[src/rtl/e203_itcm_ctrl_pkg.sv]
// ============================================================================
// Module   : e203_itcm_ctrl_pkg
// Purpose  : Shared types and default widths for the ITCM controller slice.
// Revision : 1.0
// ============================================================================
`default_nettype none

package e203_itcm_ctrl_pkg;

    localparam int C_AW = 13;
    localparam int C_DW = 64;
    localparam int C_MW = C_DW / 8;

    typedef enum logic [1:0] {
        PWR_RUN   = 2'd0,
        PWR_SLEEP = 2'd1,
        PWR_WAKE  = 2'd2
    } pwr_state_t;

    // Values double as bit positions in the one-hot grant vector
    typedef enum logic {
        REQ_IFU = 1'b0,
        REQ_LSU = 1'b1
    } req_id_t;

endpackage

`default_nettype wire

[src/rtl/e203_itcm_ctrl_if.sv]
// ============================================================================
// Module   : e203_itcm_ctrl_if
// Purpose  : IFU fetch and LSU load/store command/response ports of the ITCM.
// Revision : 1.0
// ============================================================================
`default_nettype none

interface e203_itcm_ctrl_if
    import e203_itcm_ctrl_pkg::*;
#(
    parameter int AW = C_AW,
    parameter int DW = C_DW,
    parameter int MW = C_MW
);
    logic          ifu_cmd_valid;
    logic          ifu_cmd_ready;
    logic [AW-1:0] ifu_cmd_addr;
    logic          ifu_rsp_valid;
    logic          ifu_rsp_ready;
    logic [DW-1:0] ifu_rsp_rdata;

    logic          lsu_cmd_valid;
    logic          lsu_cmd_ready;
    logic          lsu_cmd_read;
    logic [AW-1:0] lsu_cmd_addr;
    logic [DW-1:0] lsu_cmd_wdata;
    logic [MW-1:0] lsu_cmd_wmask;
    logic          lsu_rsp_valid;
    logic          lsu_rsp_ready;
    logic [DW-1:0] lsu_rsp_rdata;

    modport master (
        output ifu_cmd_valid, ifu_cmd_addr, ifu_rsp_ready,
        output lsu_cmd_valid, lsu_cmd_read, lsu_cmd_addr, lsu_cmd_wdata,
        output lsu_cmd_wmask, lsu_rsp_ready,
        input  ifu_cmd_ready, ifu_rsp_valid, ifu_rsp_rdata,
        input  lsu_cmd_ready, lsu_rsp_valid, lsu_rsp_rdata
    );

    modport slave (
        input  ifu_cmd_valid, ifu_cmd_addr, ifu_rsp_ready,
        input  lsu_cmd_valid, lsu_cmd_read, lsu_cmd_addr, lsu_cmd_wdata,
        input  lsu_cmd_wmask, lsu_rsp_ready,
        output ifu_cmd_ready, ifu_rsp_valid, ifu_rsp_rdata,
        output lsu_cmd_ready, lsu_rsp_valid, lsu_rsp_rdata
    );

endinterface

`default_nettype wire

[src/rtl/e203_itcm_arb.sv]
// ============================================================================
// Module   : e203_itcm_arb
// Purpose  : LSU-priority arbiter with IFU starvation guard, one-hot grant.
// Revision : 1.0
// ============================================================================
`default_nettype none

module e203_itcm_arb
    import e203_itcm_ctrl_pkg::*;
#(
    parameter int STARVE_MAX = 4
) (
    input  wire logic       clk,
    input  wire logic       rst_n,
    input  wire logic       en,
    input  wire logic       ifu_valid,
    input  wire logic       lsu_valid,
    output logic            ifu_ready,
    output logic            lsu_ready,
    output logic [1:0]      grant
);

    localparam int C_SW = $clog2(STARVE_MAX + 1);

    logic [C_SW-1:0] r_starve_cnt;
    logic            w_force_ifu;

    assign w_force_ifu = (r_starve_cnt == C_SW'(STARVE_MAX));

    // Readies depend only on the other side's valid, never on their own
    assign ifu_ready = en & (~lsu_valid | w_force_ifu);
    assign lsu_ready = en & ~(ifu_valid & w_force_ifu);

    assign grant[REQ_IFU] = ifu_ready & ifu_valid;
    assign grant[REQ_LSU] = lsu_ready & lsu_valid;

    always_ff @(posedge clk or negedge rst_n) begin
        if (!rst_n) begin
            r_starve_cnt <= '0;
        end else if (!ifu_valid || grant[REQ_IFU]) begin
            r_starve_cnt <= '0;
        end else if (grant[REQ_LSU] && !w_force_ifu) begin
            r_starve_cnt <= r_starve_cnt + C_SW'(1);
        end
    end

endmodule

`default_nettype wire

[src/rtl/e203_itcm_ctrl.sv]
// ============================================================================
// Module   : e203_itcm_ctrl
// Purpose  : ITCM RAM sequencer: IFU/LSU sharing, stalled responses, light sleep.
// Revision : 1.0
// ============================================================================
`default_nettype none

module e203_itcm_ctrl
    import e203_itcm_ctrl_pkg::*;
#(
    parameter int AW          = C_AW,
    parameter int DW          = C_DW,
    parameter int MW          = C_MW,
    parameter int IDLE_LS_CYC = 16,
    parameter int STARVE_MAX  = 4
) (
    input  wire logic          clk,
    input  wire logic          rst_n,
    input  wire logic          pwr_sd,
    input  wire logic          pwr_ds,
    e203_itcm_ctrl_if.slave    bus,
    output logic               ram_sd,
    output logic               ram_ds,
    output logic               ram_ls,
    output logic               ram_cs,
    output logic               ram_we,
    output logic [AW-1:0]      ram_addr,
    output logic [MW-1:0]      ram_wem,
    output logic [DW-1:0]      ram_din,
    input  wire logic [DW-1:0] ram_dout
);

    localparam int C_IW = $clog2(IDLE_LS_CYC);

    pwr_state_t      r_pwr_state;
    pwr_state_t      w_pwr_state_nxt;
    logic [C_IW-1:0] r_idle_cnt;
    logic [C_IW-1:0] w_idle_cnt_nxt;

    logic            r_active;
    logic            r_rsp_pending;
    req_id_t         r_rsp_owner;
    logic            r_rsp_read;
    logic            r_hold_valid;
    logic [DW-1:0]   r_hold_data;

    logic            w_rsp_ready;
    logic            w_rsp_stall;
    logic            w_arb_en;
    logic [1:0]      w_grant;
    logic            w_any_grant;
    logic            w_lsu_write;
    logic            w_any_valid;
    logic            w_busy;
    logic [DW-1:0]   w_rsp_data;
    logic            w_ifu_rsp_valid;
    logic            w_lsu_rsp_valid;

    assign ram_sd = pwr_sd;
    assign ram_ds = pwr_ds;

    // Holds readies low for the first cycle out of reset
    always_ff @(posedge clk or negedge rst_n) begin
        if (!rst_n) begin
            r_active <= 1'b0;
        end else begin
            r_active <= 1'b1;
        end
    end

    assign w_rsp_ready = (r_rsp_owner == REQ_IFU) ? bus.ifu_rsp_ready : bus.lsu_rsp_ready;
    assign w_rsp_stall = r_rsp_pending & ~w_rsp_ready;
    assign w_arb_en    = r_active & (r_pwr_state == PWR_RUN) & ~pwr_sd & ~pwr_ds & ~w_rsp_stall;

    e203_itcm_arb #(
        .STARVE_MAX (STARVE_MAX)
    ) u_arb (
        .clk       (clk),
        .rst_n     (rst_n),
        .en        (w_arb_en),
        .ifu_valid (bus.ifu_cmd_valid),
        .lsu_valid (bus.lsu_cmd_valid),
        .ifu_ready (bus.ifu_cmd_ready),
        .lsu_ready (bus.lsu_cmd_ready),
        .grant     (w_grant)
    );

    assign w_any_grant = |w_grant;
    assign w_lsu_write = w_grant[REQ_LSU] & ~bus.lsu_cmd_read;

    assign ram_cs   = w_any_grant;
    assign ram_we   = w_lsu_write;
    assign ram_wem  = w_lsu_write ? bus.lsu_cmd_wmask : '0;
    assign ram_din  = w_grant[REQ_LSU] ? bus.lsu_cmd_wdata : '0;
    assign ram_addr = w_grant[REQ_LSU] ? bus.lsu_cmd_addr :
                      (w_grant[REQ_IFU] ? bus.ifu_cmd_addr : '0);

    // Once stalled, RAM output is no longer trusted; serve the captured copy
    assign w_rsp_data = r_hold_valid ? r_hold_data : (r_rsp_read ? ram_dout : '0);

    assign w_ifu_rsp_valid   = r_rsp_pending & (r_rsp_owner == REQ_IFU);
    assign w_lsu_rsp_valid   = r_rsp_pending & (r_rsp_owner == REQ_LSU);
    assign bus.ifu_rsp_valid = w_ifu_rsp_valid;
    assign bus.lsu_rsp_valid = w_lsu_rsp_valid;
    assign bus.ifu_rsp_rdata = w_ifu_rsp_valid ? w_rsp_data : '0;
    assign bus.lsu_rsp_rdata = w_lsu_rsp_valid ? w_rsp_data : '0;

    always_ff @(posedge clk or negedge rst_n) begin
        if (!rst_n) begin
            r_rsp_pending <= 1'b0;
            r_rsp_owner   <= REQ_IFU;
            r_rsp_read    <= 1'b0;
            r_hold_valid  <= 1'b0;
            r_hold_data   <= '0;
        end else if (w_rsp_stall) begin
            if (!r_hold_valid) begin
                r_hold_valid <= 1'b1;
                r_hold_data  <= w_rsp_data;
            end
        end else begin
            r_hold_valid  <= 1'b0;
            r_rsp_pending <= w_any_grant;
            if (w_any_grant) begin
                r_rsp_owner <= w_grant[REQ_LSU] ? REQ_LSU : REQ_IFU;
                r_rsp_read  <= ~w_lsu_write;
            end
        end
    end

    assign w_any_valid = bus.ifu_cmd_valid | bus.lsu_cmd_valid;
    assign w_busy      = w_any_grant | r_rsp_pending;

    always_ff @(posedge clk or negedge rst_n) begin
        if (!rst_n) begin
            r_pwr_state <= PWR_RUN;
            r_idle_cnt  <= '0;
        end else begin
            r_pwr_state <= w_pwr_state_nxt;
            r_idle_cnt  <= w_idle_cnt_nxt;
        end
    end

    // Sleep is entered on the edge that completes IDLE_LS_CYC idle cycles
    always_comb begin
        w_pwr_state_nxt = r_pwr_state;
        w_idle_cnt_nxt  = '0;
        ram_ls          = 1'b0;
        case (r_pwr_state)
            PWR_RUN: begin
                if (!w_busy) begin
                    if (r_idle_cnt == C_IW'(IDLE_LS_CYC - 1)) begin
                        w_pwr_state_nxt = PWR_SLEEP;
                    end else begin
                        w_idle_cnt_nxt = r_idle_cnt + C_IW'(1);
                    end
                end
            end
            PWR_SLEEP: begin
                ram_ls = 1'b1;
                if (w_any_valid) begin
                    w_pwr_state_nxt = PWR_WAKE;
                end
            end
            PWR_WAKE: begin
                w_pwr_state_nxt = PWR_RUN;
            end
            default: begin
                w_pwr_state_nxt = PWR_RUN;
            end
        endcase
    end

endmodule

`default_nettype wire
[src/flat_wrapper.sv]
// flat-port wrapper written by rule: the top's interface ports become plain ports
module e203_itcm_ctrl_flat import e203_itcm_ctrl_pkg::*;
#(
    parameter int AW          = C_AW,
    parameter int DW          = C_DW,
    parameter int MW          = C_MW,
    parameter int IDLE_LS_CYC = 16,
    parameter int STARVE_MAX  = 4
)
  (clk, rst_n, pwr_sd, pwr_ds, ram_sd, ram_ds, ram_ls, ram_cs, ram_we, ram_addr, ram_wem, ram_din, ram_dout, bus_ifu_cmd_valid, bus_ifu_cmd_addr, bus_ifu_rsp_ready, bus_lsu_cmd_valid, bus_lsu_cmd_read, bus_lsu_cmd_addr, bus_lsu_cmd_wdata, bus_lsu_cmd_wmask, bus_lsu_rsp_ready, bus_ifu_cmd_ready, bus_ifu_rsp_valid, bus_ifu_rsp_rdata, bus_lsu_cmd_ready, bus_lsu_rsp_valid, bus_lsu_rsp_rdata);
  e203_itcm_ctrl_if #(.AW(AW), .DW(DW), .MW(MW)) bus_i ();
  input  wire logic clk;
  input  wire logic rst_n;
  input  wire logic pwr_sd;
  input  wire logic pwr_ds;
  output logic ram_sd;
  output logic ram_ds;
  output logic ram_ls;
  output logic ram_cs;
  output logic ram_we;
  output logic [AW-1:0] ram_addr;
  output logic [MW-1:0] ram_wem;
  output logic [DW-1:0] ram_din;
  input  wire logic [DW-1:0] ram_dout;
  input wire logic [$bits(bus_i.ifu_cmd_valid)-1:0] bus_ifu_cmd_valid;
  input wire logic [$bits(bus_i.ifu_cmd_addr)-1:0] bus_ifu_cmd_addr;
  input wire logic [$bits(bus_i.ifu_rsp_ready)-1:0] bus_ifu_rsp_ready;
  input wire logic [$bits(bus_i.lsu_cmd_valid)-1:0] bus_lsu_cmd_valid;
  input wire logic [$bits(bus_i.lsu_cmd_read)-1:0] bus_lsu_cmd_read;
  input wire logic [$bits(bus_i.lsu_cmd_addr)-1:0] bus_lsu_cmd_addr;
  input wire logic [$bits(bus_i.lsu_cmd_wdata)-1:0] bus_lsu_cmd_wdata;
  input wire logic [$bits(bus_i.lsu_cmd_wmask)-1:0] bus_lsu_cmd_wmask;
  input wire logic [$bits(bus_i.lsu_rsp_ready)-1:0] bus_lsu_rsp_ready;
  output wire logic [$bits(bus_i.ifu_cmd_ready)-1:0] bus_ifu_cmd_ready;
  output wire logic [$bits(bus_i.ifu_rsp_valid)-1:0] bus_ifu_rsp_valid;
  output wire logic [$bits(bus_i.ifu_rsp_rdata)-1:0] bus_ifu_rsp_rdata;
  output wire logic [$bits(bus_i.lsu_cmd_ready)-1:0] bus_lsu_cmd_ready;
  output wire logic [$bits(bus_i.lsu_rsp_valid)-1:0] bus_lsu_rsp_valid;
  output wire logic [$bits(bus_i.lsu_rsp_rdata)-1:0] bus_lsu_rsp_rdata;
  assign bus_i.ifu_cmd_valid = bus_ifu_cmd_valid;
  assign bus_i.ifu_cmd_addr = bus_ifu_cmd_addr;
  assign bus_i.ifu_rsp_ready = bus_ifu_rsp_ready;
  assign bus_i.lsu_cmd_valid = bus_lsu_cmd_valid;
  assign bus_i.lsu_cmd_read = bus_lsu_cmd_read;
  assign bus_i.lsu_cmd_addr = bus_lsu_cmd_addr;
  assign bus_i.lsu_cmd_wdata = bus_lsu_cmd_wdata;
  assign bus_i.lsu_cmd_wmask = bus_lsu_cmd_wmask;
  assign bus_i.lsu_rsp_ready = bus_lsu_rsp_ready;
  assign bus_ifu_cmd_ready = bus_i.ifu_cmd_ready;
  assign bus_ifu_rsp_valid = bus_i.ifu_rsp_valid;
  assign bus_ifu_rsp_rdata = bus_i.ifu_rsp_rdata;
  assign bus_lsu_cmd_ready = bus_i.lsu_cmd_ready;
  assign bus_lsu_rsp_valid = bus_i.lsu_rsp_valid;
  assign bus_lsu_rsp_rdata = bus_i.lsu_rsp_rdata;
  e203_itcm_ctrl #(.AW(AW), .DW(DW), .MW(MW), .IDLE_LS_CYC(IDLE_LS_CYC), .STARVE_MAX(STARVE_MAX)) u_core (.clk(clk), .rst_n(rst_n), .pwr_sd(pwr_sd), .pwr_ds(pwr_ds), .bus(bus_i), .ram_sd(ram_sd), .ram_ds(ram_ds), .ram_ls(ram_ls), .ram_cs(ram_cs), .ram_we(ram_we), .ram_addr(ram_addr), .ram_wem(ram_wem), .ram_din(ram_din), .ram_dout(ram_dout));
endmodule
[config.mk]
export PLATFORM = sky130hd
export DESIGN_NAME = e203_itcm_ctrl_flat
export DESIGN_NICKNAME = d
export VERILOG_FILES = /design/src/rtl/e203_itcm_ctrl_pkg.sv /design/src/rtl/e203_itcm_ctrl_if.sv /design/src/rtl/e203_itcm_arb.sv /design/src/rtl/e203_itcm_ctrl.sv /design/src/flat_wrapper.sv
export SDC_FILE = /design/constraint.sdc
export NUM_CORES = 1
export LEC_CHECK = 0
export ABC_AREA = 1
export CAP_MARGIN = 40
export CORE_AREA = 2 2 150 152
export CTS_CLUSTER_SIZE = 40
export DETAILED_ROUTE_END_ITERATION = 10
export DIE_AREA = 0 0 152 154
export PLACE_DENSITY = 0.63
export SETUP_SLACK_MARGIN = 0.4
export SYNTH_ARGS = -nofsm -noshare
export SYNTH_HDL_FRONTEND = slang
export SYNTH_SLANG_ARGS = --single-unit
[constraint.sdc]
create_clock -name clk -period 3.2 [get_ports clk]
set_clock_uncertainty 0.15 [all_clocks]
set_input_delay 0.96 -clock clk [delete_from_list [all_inputs] [get_ports clk]]
set_output_delay 0.96 -clock clk [all_outputs]
set_load 0.005 [all_outputs]
Word-level counts from Yosys, hierarchy flattened
Index checks and enable logic that the tools add are counted.
W data, S select, Z words.

cells by class
  multiplexer cells = 21
  reductions and logical operators = 10
  add/sub/neg operators = 2
  equal/unequal tests = 6
  bitwise gates (word level) = 26

operators with widths
  operator               number
  $mux W64               5
  $mux W13               2
  $and A1 B1 Y1          13
  $mux W4                3
  $not A1 Y1             10
  $mux W8                1
  $mux W2                3
  $mux W3                2
  $add A4 B1 Y4 const B  1
  $eq A4 B4 Y1 const B   1
  $mux W1                4
  $ne A2 B2 Y1 const B   2
  $pmux W2 S2            1
  $reduce_and A2 Y1      2
  $add A3 B1 Y3 const B  1
  $eq A3 B3 Y1 const B   1
  $or A1 B1 Y1           3
  $reduce_and A3 Y1      1
  $eq A2 B1 Y1 const B   1
  $logic_not A1 Y1       2
  $logic_not A2 Y1       1
  $ne A2 B1 Y1 const B   1
  $reduce_bool A2 Y1     1
  $reduce_or A2 Y1       1
  other kinds (2)        2

storage, ports and cells
  logic and storage cells = 74
  output and inout bits = 222
  input bits = 171
  register bits after elaboration = 78

Depth between registers and ports, before layout
Gate-level depths: netlist of the first run.

  word-level depth = 11
  depth in mapped cells = 9

By module
A second synthesis of the first run with hierarchy kept.

second synthesis, totals
  cell total of the unflattened synthesis = 994
  area total of the unflattened synthesis = 5816.8 um2

by module, submodules not included
  module          cells an instance  area an instance (um2)  sequential area each (um2)  times used
  e203_itcm_ctrl  962                5595.4                  1876.8                      1
  e203_itcm_arb   32                 221.5                   75.1                        1

Least setup slack after synthesis of the first run
No wires, ideal clock.

  path type = input port to output port
  from = input pwr_sd
  to = output ram_din[0]
  data arrival time = 1.810 ns
  path buffers = 2
  setup slack = 0.280 ns
  required time = 2.090 ns
  stages = 7
  cell sequence = inv_1 -> nand3_1 -> nor2_8 -> nand4_4 -> buf_8 -> buf_12 -> nor2_4

on the way
  word-level cells in the longest chain between the ends = 7

ends and longest elaborated chain
  item                         RTL line              RTL
  from (decl)                  flat_wrapper.sv:14    input wire logic pwr_sd;
  $not A1 Y1                   e203_itcm_ctrl.sv:73  assign w_arb_en = r_active & (r_pwr_state == PWR_RUN) & ~pwr_sd & ~pwr_ds & ~w_rsp_stall;
  $and A1 B1 Y1 (3 in series)  e203_itcm_ctrl.sv:73
  $and A1 B1 Y1                e203_itcm_arb.sv:32   assign lsu_ready = en & ~(ifu_valid & w_force_ifu);
  $and A1 B1 Y1                e203_itcm_arb.sv:35   assign grant[REQ_LSU] = lsu_ready & lsu_valid;
  $mux W64                     e203_itcm_ctrl.sv:94  assign ram_din = w_grant[REQ_LSU] ? bus.lsu_cmd_wdata : '0;
  to (decl)                    flat_wrapper.sv:23    output logic [DW-1:0] ram_din;

Every way passes these cells.

Final worst setup path of the first run
  from = input bus_ifu_rsp_ready
  to = output ram_din[21]

on the way
  word-level cells in the longest chain between the ends = 8

ends and longest elaborated chain
  item           RTL line              RTL
  from (decl)    flat_wrapper.sv:27    input wire logic [$bits(bus_i.ifu_rsp_ready)-1:0] bus_ifu_rsp_ready;
  $mux W1        e203_itcm_ctrl.sv:71  assign w_rsp_ready = (r_rsp_owner == REQ_IFU) ? bus.ifu_rsp_ready : bus.lsu_rsp_ready;
  $not A1 Y1     e203_itcm_ctrl.sv:72  assign w_rsp_stall = r_rsp_pending & ~w_rsp_ready;
  $and A1 B1 Y1  e203_itcm_ctrl.sv:72
  $not A1 Y1     e203_itcm_ctrl.sv:73
  $and A1 B1 Y1  e203_itcm_ctrl.sv:73
  $and A1 B1 Y1  e203_itcm_arb.sv:32
  $and A1 B1 Y1  e203_itcm_arb.sv:35
  $mux W64       e203_itcm_ctrl.sv:94

Every way passes these cells.

==> results of run 1 <==
-- layout by cell type (no fill, tap or decap), types with 3 or more instances in the layout --
master / n
clkdlybuf4s15_1: 4
dlygate4sd2_1: 60
nor3_1: 4
clkdlybuf4s50_1: 107
a22oi_2: 64
buf_8: 14
nand3_1: 79
nand2_1: 93
buf_6: 91
ha_1: 3
clkdlybuf4s15_2: 8
inv_1: 84
o21ai_1: 9
buf_2: 193
buf_4: 64
buf_12: 25
inv_2: 5
nor3_4: 6
dfrtp_1: 76
nor2_2: 16
nor2_4: 67
diode_2: 5
nor2_1: 119
clkbuf_16: 9
o21ai_0: 56
bufbuf_16: 8
nand2_2: 4
nand4_1: 18
buf_16: 14
-- final timing paths --
kind                                       from                      to  slack, ns
max                           bus_ifu_rsp_ready             ram_din[21]      -0.30
min                        u_core.r_idle_cnt[0]    u_core.r_idle_cnt[0]       0.34
max reg2reg                  u_core.r_rsp_owner  u_core.r_hold_data[20]       1.09
min reg2reg                u_core.r_idle_cnt[0]    u_core.r_idle_cnt[0]       0.34
max in group asynchronous                 rst_n   u_core.r_hold_data[8]       1.82
min in group asynchronous                 rst_n  u_core.r_hold_data[42]       0.43
-- metrics by stage --
step	hold WS, ns	setup WS, ns	util, %	TNS (ns)
detailed placement	0.3158	-0.9214	47.75	-80.26
global route	0.3659	-0.3391	56.58	-17.19
CTS	0.3318	-0.3086	54.62	-13.57
finish	0.3443	-0.3001	56.58	-12.88
floorplan	0.2897	0.3405	-	0
global placement	0.3211	-0.8990	47.75	-78.17
-- kinds of logic after synthesis --
kind of cell / Yosys count / synth area share [%]
AND/OR/NAND/NOR: 418 / 38.21
buffers and inverters: 163 / 14.38
AO/OA/AOI/OAI: 130 / 13.58
flip-flops: 78 / 32.70
XOR/XNOR: 3 / 0.4402
adder cells (fa/ha/maj): 3 / 0.6289
other: 1 / 0.06282
-- layer usage --
metal / share of wire [%] / GRT usage (%) / routed length, µm
met2: 49 / 38.35 / 13800
met5: 0 / 0 / 0
met1: 44 / 30.94 / 12380
met3: 5.6 / 5.186 / 1573
met4: 1.9 / 5.696 / 547
-- layout make-up --
type,count,share of cell area [%]
clock inverter,5,0.6628
sequential,78,15.95
clock buffer,11,1.978
antenna,5,0.1020
inverter,92,3.059
timing repair buffer,590,45.47
multi-input combinational,555,29.80
tap,280,2.855
timing repair inverter,1,0.1326
-- synthesized netlist by cell type --
master / n / area share, %
buf_2: 20 / 1.7
conb_1: 1 / 0.063
inv_2: 3 / 0.19
nor2_1: 137 / 8.6
o21ai_0: 56 / 4.7
nor2_2: 1 / 0.10
a21oi_1: 1 / 0.084
buf_12: 6 / 2.0
or2_2: 1 / 0.10
nand2_1: 96 / 6.0
o21ai_1: 9 / 0.75
nor2_4: 64 / 12
nand3b_1: 1 / 0.13
buf_1: 1 / 0.063
ha_1: 3 / 0.63
inv_1: 89 / 5.6
nand3_1: 81 / 6.8
nand3_4: 1 / 0.29
nand3_2: 1 / 0.17
nand4_4: 1 / 0.36
nor3_1: 12 / 1.0
buf_4: 16 / 2.0
dfrtp_1: 78 / 33
buf_6: 7 / 1.3
buf_8: 1 / 0.25
nand4_1: 18 / 1.9
clkbuf_1: 20 / 1.3
a22oi_1: 64 / 8.0
nand2_2: 2 / 0.21
xor2_1: 2 / 0.29
xnor2_1: 1 / 0.15
or2_1: 1 / 0.10
nor2_8: 1 / 0.34
-- state kept, by name, summed over array words and instances (netlist names) --
signal	count
u_core.r_hold_data	64
u_core.r_rsp_pending	1
u_core.r_rsp_read	1
u_core.r_active	1
u_core.r_pwr_state	2
u_core.r_rsp_owner	1
u_core.r_idle_cnt	4
u_core.r_hold_valid	1
u_core.u_arb.r_starve_cnt	3
-- power by group --
group | switching (mW) | total [mW] | leakage (nW) | internal [mW]
registers | 0.274 | 1.66 | 0.997 | 1.38
logic | 1.31 | 2.98 | 5.20 | 1.67
clock network | 0.428 | 1.14 | 0.156 | 0.707
-- what timing repair did --
item	in CTS	in global routing
buffers inserted	91	31
resized for setup	1117	72
setup endpoints to repair	220	216
pin swaps	164	160
endpoints found under the hold margin	0	0
cloned	20	0
==> impl_metrics.json, run 1 <==
{
  "clock_sinks": 78,
  "cts_tree": "built",
  "via_count": 7648,
  "wl_per_cell_um": 17.50,
  "hp-class": "register to register",
  "drtPass1Iterations": 5,
  "placed_area_um2": 10360,
  "cp.depth": 11,
  "worst_pin_slew_ns": 0.7776,
  "fmax_ghz": 0.2857,
  "synth.distinct_cells": 33,
  "period_share_pct": 109.4,
  "clk_root_buffer_cell": "clkbuf_16",
  "relSlewSlack_pct": 48.08,
  "synthCells": 796,
  "antenna_found_initial": 5,
  "syn_nets": 970,
  "h-tree-depth": 3,
  "critPathArrivalTime_ns": 2.39,
  "drive_gt1_share_pct": 45.95,
  "finalNonFillerCells": 1617,
  "gr-total-overflow": 0,
  "area_growth_pct": 105.6,
  "multi_input_area_um2": 3656,
  "fin_crit_ns": 3.500,
  "clk_path_buf_depth": 2,
  "cap_violations": 0,
  "powerDensity_nw_per_um2": 470.2,
  "synth-seq-area-share_pct": 32.70,
  "finalHoldViolations": 0,
  "cpMaxStageDelayCell": "clkdlybuf4s15_1",
  "end_kind": "output pin",
  "start_util_pct": 27.52,
  "insertion_delay_ns": 0.34,
  "io_buffers": 392,
  "numCtsBuffers": 9,
  "avgSynthCellArea_um2": 7.499,
  "setup_viol": 86,
  "die-area_um2": 23410,
  "synth_area_um2": 5969,
  "clk_pin_slew_ns": 0.06,
  "ff2ff_path_depth": 8,
  "crit_top_cell": "buf_12",
  "core_area_um2": 21690,
  "grt_pass1_vias": 7551,
  "postLayoutCellArea_um2": 12270,
  "rows": 54,
  "path_class": "primary input to output pin",
  "drc": 0,
  "seq_area_um2": 1957,
  "finalWirelength_mm": 28.30,
  "postCtsHoldBufs": 0,
  "grt_use_total_pct": 23.24,
  "nFillCells": 1993,
  "status": "finished, violations left",
  "p_leak_nw": 6.355,
  "place_congestion": 0.8753,
  "hold_depth": 1,
  "drt-initial-drc-count": 344,
  "design.portCount": 393,
  "crit_chain": "clkdlybuf4s15_1 > nand2_2 > nand3_4 > nand4_4 > buf_12 > buf_8 > buf_6 > buf_16 > buf_12 > nor2_4 > buf_2",
  "ir_drop_v": 0.0003342,
  "crit_family": "buffers and inverters",
  "ys_ff_latch": 78,
  "ys.warnings.count": 0,
  "hpwl_mm": 18.02,
  "violations": "negative setup slack",
  "nets": 1501,
  "path_buf_inv": 7,
  "cp_data_required_time_ns": 2.09,
  "vias_per_cell": 4.730,
  "fin_total_pwr_mw": 5.769,
  "dp.cells": 1454,
  "setup_ws_ns": -0.3001,
  "rsz0062_at_grt": "true",
  "startpoint_type": "primary input",
  "postRouteAntennaNets": 0,
  "die_x_um": 152,
  "critPathMaxStageDelay_ns": 0.22,
  "critPathMaxFanout": 7,
  "grt_max_degree": 67,
  "grt_first_pass_wirelength_mm": 43.63,
  "drv_slew": 0,
  "fp.dieH_um": 154
}
Power figures use the tool's default switching activity.
==> run 2: changes to the inputs <==
==> constraint.sdc (replaced) <==
create_clock -name clk -period 4.5 [get_ports clk]
set_clock_uncertainty 0.15 [all_clocks]
set_input_delay 0.9 -clock clk [delete_from_list [all_inputs] [get_ports clk]]
set_output_delay 0.9 -clock clk [all_outputs]
set_load 0.005 [all_outputs]
==> impl_metrics.json, run 2 (synthesized netlist as in run 1, its figures left out) <==
{
  "status": "completed",
  "placed_area_um2": 9918,
  "h-tree-depth": 3,
  "drc": 0,
  "rsz0062_at_grt": "false",
  "ir_drop_v": 0.0001494,
  "grt_max_degree": 67,
  "rows": 54,
  "drtPass1Iterations": 5,
  "grt.busiest_layer": "met2",
  "die-area_um2": 23410,
  "path_class": "primary input to output pin",
  "finalNonFillerCells": 1431,
  "p_leak_nw": 4.451,
  "critPathMaxFanout": 17,
  "tns_ns": 0,
  "grt_first_pass_wirelength_mm": 34.27,
  "drv_slew": 0,
  "place_ws_ns": 0.4856,
  "fmax_ghz": 0.2520,
  "powerDensity_nw_per_um2": 304.6,
  "fin_util_pct": 47.44,
  "postCtsHoldBufs": 0,
  "wl_per_cell_um": 15.69,
  "grt.met2_usage_pct": 29.67,
  "area_growth_pct": 72.38,
  "antenna_found_initial": 0,
  "top_register": "u_core.r_hold_data",
  "worst_pin_slew_ns": 0.7241,
  "core_area_um2": 21690,
  "finalHoldViolations": 0,
  "design.portCount": 393,
  "cp_data_required_time_ns": 3.45,
  "seqPwrFrac_pct": 36.3,
  "cap_violations": 0,
  "clock_sinks": 78,
  "numCtsBuffers": 9,
  "holdWs_ns": 0.3432,
  "setup_viol": 0,
  "fin_total_pwr_mw": 3.135,
  "die_x_um": 152,
  "use_met3_pct": 2.959,
  "p_int_mw": 2.057,
  "insertion_delay_ns": 0.33,
  "vias_per_cell": 4.562,
  "nets": 1321,
  "final_common_cell": "clkdlybuf4s50_1",
  "clk_path_buf_depth": 2,
  "top_regs": "u_core.r_hold_data (64), u_core.r_idle_cnt (4), u_core.u_arb.r_starve_cnt (3)",
  "dp.cells": 1413,
  "place_congestion": 0.8347,
  "via_count": 6528,
  "p_sw_share_pct": 34.39,
  "power_frac_clock_pct": 25.2,
  "largest_reg_flops": 64,
  "postLayoutCellArea_um2": 10290,
  "cts_tree": "built",
  "end_kind": "output pin",
  "io_buffers": 392,
  "drive_gt1_share_pct": 9.731,
  "combPwrFrac_pct": 38.5,
  "grt_use_total_pct": 17.96,
  "period_share_pct": 88.17,
  "postRouteAntennaNets": 0,
  "hpwl_mm": 17.01,
  "switching_power_mw": 1.078,
  "critPathArrivalTime_ns": 2.92,
  "startpoint_type": "primary input",
  "use_met1_pct": 24.12,
  "fin_crit_ns": 3.968,
  "relSlewSlack_pct": 51.72,
  "clk_root_buffer_cell": "clkbuf_16",
  "finalWirelength_mm": 22.45,
  "drt-initial-drc-count": 349,
  "hp-class": "register to register",
  "mostFrequentLayoutCells": "clkdlybuf4s50_1, nor2_1, nand2_1",
  "setup_ws_ns": 0.5325,
  "n_antenna_cell": 0,
  "grt_pass1_vias": 6132,
  "clk_pin_slew_ns": 0.06,
  "fp.dieH_um": 154,
  "gr-total-overflow": 0,
  "start_util_pct": 27.52
}
[run 2: routing by layer]
metal | vias to the layer above | routed length [µm]
met4 | 0 | 456
li1 | 3270 | -
met3 | 31 | 1100
met2 | 218 | 10800
met5 | - | 0
met1 | 3009 | 10090
[run 2: power by group through the flow]
stage / sequential (mW) / clock (mW) / combinational (mW)
4_1_cts: 1.13 / 0.819 / 1.22
5_1_grt: 1.17 / 0.847 / 1.35
3_3_place_gp: 1.13 / 0 / 1.19
3_5_place_dp: 1.14 / 0 / 1.22
2_1_floorplan: 1.09 / 0 / 0.738
6_report: 1.14 / 0.791 / 1.21
[run 2: repair_timing]
action | in CTS | in global routing
setup endpoints to repair | 0 | 33
gates resized for setup | 0 | 1
setup buffers | 0 | 2
[run 2: area by class of cell]
type                    instances  area (µm²)
well taps                     280       350.3
fillers                      2147       11400
clock inverters                 3       67.56
flip-flops and latches         78        1956
clock buffers                  12       256.5
inverters                      92       346.6
repair buffers                411        4151
multi-input cells             555        3162
[run 2: worst max-delay path, cell delays in order]
cell	delay, ns
clkdlybuf4s50_1	0.42
inv_1	0.08
nand3_1	0.17
nor2_8	0.16
nand4_4	0.10
buf_4	0.22
clkbuf_16	0.23
nor2_4	0.10
clkdlybuf4s50_1	0.53
[run 2: final timing paths]
check / start / to / slack, ns / cells after the start
setup / recovery: pwr_sd / ram_din[18] / 0.53 / 9
hold / removal: u_core.r_hold_data[19] / u_core.r_hold_data[19] / 0.34 / 2
setup reg to reg: u_core.r_rsp_owner / u_core.r_hold_data[58] / 2.15 / 8
hold reg to reg: u_core.r_hold_data[19] / u_core.r_hold_data[19] / 0.34 / 2
max in group asynchronous: rst_n / u_core.r_hold_data[51] / 2.89 / 2
min in group asynchronous: rst_n / u_core.r_hold_data[9] / 0.47 / 1
==> run 3: changes to the inputs <==
- CAP_MARGIN: 40 -> 20
==> impl_metrics.json, run 3 (synthesized netlist as in run 1, its figures left out) <==
{
  "status": "completed",
  "fin_crit_ns": 3.964,
  "hold_depth": 2,
  "critPathMaxFanout": 10,
  "placed_area_um2": 9898,
  "io_buffers": 392,
  "crit_top_cell": "clkdlybuf4s50_1",
  "grt_first_pass_wirelength_mm": 34.23,
  "crit_chain": "clkdlybuf4s50_1 > inv_1 > nand3_1 > nor2_8 > nand4_4 > buf_4 > nor3_1 > clkdlybuf4s50_1",
  "powerDensity_nw_per_um2": 308.9,
  "h-tree-depth": 3,
  "wl_met2_mm": 10.81,
  "vias_per_cell": 4.576,
  "clk_root_buffer_cell": "clkbuf_16",
  "tns_ns": 0,
  "fp.dieH_um": 154,
  "largest_reg_flops": 64,
  "clk_pin_slew_ns": 0.06,
  "ff2ff_path_depth": 8,
  "seqPwrFrac_pct": 35.7,
  "nets": 1320,
  "nFillCells": 2115,
  "die_x_um": 152,
  "switching_power_mw": 1.085,
  "cts_tree": "built",
  "drive_gt1_share_pct": 9.818,
  "rows": 54,
  "grt_pass1_vias": 6038,
  "start_util_pct": 27.52,
  "cap_violations": 0,
  "drt-initial-drc-count": 415,
  "relSlewSlack_pct": 37.83,
  "drc": 0,
  "multi_input_area_um2": 3162,
  "critPathArrivalTime_ns": 2.91,
  "clk_path_buf_depth": 2,
  "hp-class": "register to register",
  "mostFrequentLayoutCells": "clkdlybuf4s50_1, nor2_1, nand2_1",
  "critPathMaxStageDelay_ns": 0.59,
  "p_leak_nw": 4.458,
  "ir_drop_v": 0.0001645,
  "n_antenna_cell": 0,
  "clock_sinks": 78,
  "core_area_um2": 21690,
  "via_count": 6548,
  "highest_layer": "met4",
  "p_sw_share_pct": 34.13,
  "grt_use_total_pct": 18.05,
  "cp_data_required_time_ns": 3.45,
  "drtPass1Iterations": 5,
  "cpMaxStageDelayCell": "clkdlybuf4s50_1",
  "worst_pin_slew_ns": 0.9326,
  "postRouteAntennaNets": 0,
  "wl_per_cell_um": 15.54,
  "power_frac_clock_pct": 26.7,
  "period_share_pct": 88.08,
  "seq_area_um2": 1956,
  "insertion_delay_ns": 0.34,
  "antenna_found_initial": 0,
  "rsz0062_at_grt": "false",
  "combPwrFrac_pct": 37.6,
  "design.portCount": 393,
  "place_congestion": 0.8347,
  "postLayoutCellArea_um2": 10290,
  "top_regs": "u_core.r_hold_data (64), u_core.r_idle_cnt (4), u_core.u_arb.r_starve_cnt (3)",
  "setup_viol": 0,
  "wl_met3_mm": 1.212,
  "final_common_cell": "clkdlybuf4s50_1",
  "drv_slew": 0,
  "holdWs_ns": 0.3451,
  "area_growth_pct": 72.44,
  "p_int_mw": 2.094,
  "path_class": "primary input to output pin",
  "finalWirelength_mm": 22.24,
  "fmax_ghz": 0.2523,
  "gr-total-overflow": 0,
  "end_kind": "output pin",
  "drt-met1-wl_mm": 9.851,
  "top_register": "u_core.r_hold_data",
  "hpwl_mm": 16.95,
  "die-area_um2": 23410,
  "finalHoldViolations": 0,
  "numCtsBuffers": 9,
  "startpoint_type": "primary input",
  "grt_max_degree": 67
}
[run 3: metrics by stage]
stage / util [%] / worst slack, ns / power (mW) / std cells
final: 47.46 / 0.5363 / 3.180 / 1431
after floorplan: - / 1.700 / 1.828 / 796
after global routing: 47.46 / 0.4381 / 3.417 / 1431
after global placement: 45.64 / 0.4674 / 2.325 / 1412
after detailed placement: 45.64 / 0.4647 / 2.348 / 1412
after CTS: 47.24 / 0.4631 / 3.215 / 1428
[run 3: power groups by stage]
| stage | registers (mW) | clock network, mW | logic [mW] |
|---|---|---|---|
| after floorplan | 1.09 | 0 | 0.738 |
| after global placement | 1.13 | 0 | 1.19 |
| after detailed placement | 1.14 | 0 | 1.21 |
| after CTS | 1.13 | 0.871 | 1.21 |
| after global routing | 1.17 | 0.899 | 1.34 |
| final | 1.14 | 0.848 | 1.20 |
[run 3: layout make-up]
class / count / area share, %
clock buffers: 10 / 2.322
clock inverters: 6 / 1.057
inverters: 92 / 3.367
multi-input cells: 555 / 30.72
flip-flops and latches: 78 / 19.00
well taps: 280 / 3.403
repair buffers: 410 / 40.14
[run 3: what timing repair did]
action,in CTS,in global routing
gates resized for setup,0,1
setup endpoints to repair,0,35
buffers inserted,0,2
hold buffers,0,0
[run 3: final timing paths]
| path | slack, ns | to | startpoint |
|---|---|---|---|
| hold / removal | 0.35 | u_core.r_hold_data[63] | u_core.r_hold_data[63] |
| hold reg to reg | 0.35 | u_core.r_hold_data[63] | u_core.r_hold_data[63] |
| setup / recovery | 0.54 | ram_wem[4] | pwr_sd |
| min in group asynchronous | 0.46 | u_core.r_hold_data[3] | rst_n |
| max in group asynchronous | 2.90 | u_core.r_hold_data[42] | rst_n |
| setup reg to reg | 2.15 | u_core.r_hold_data[58] | u_core.r_rsp_owner |
[run 3: worst max-delay path, delay by kind of cell]
family / cells / cell delay, ns
simple gates: 4 / 0.71
buf+inv: 4 / 1.30
[run 3: layer usage]
metal | vias up | track usage [%]
li1 | 3276 | -
met1 | 3028 | 23.66
met2 | 219 | 30.05
met3 | 25 | 3.974
met4 | 0 | 4.940
met5 | - | 0
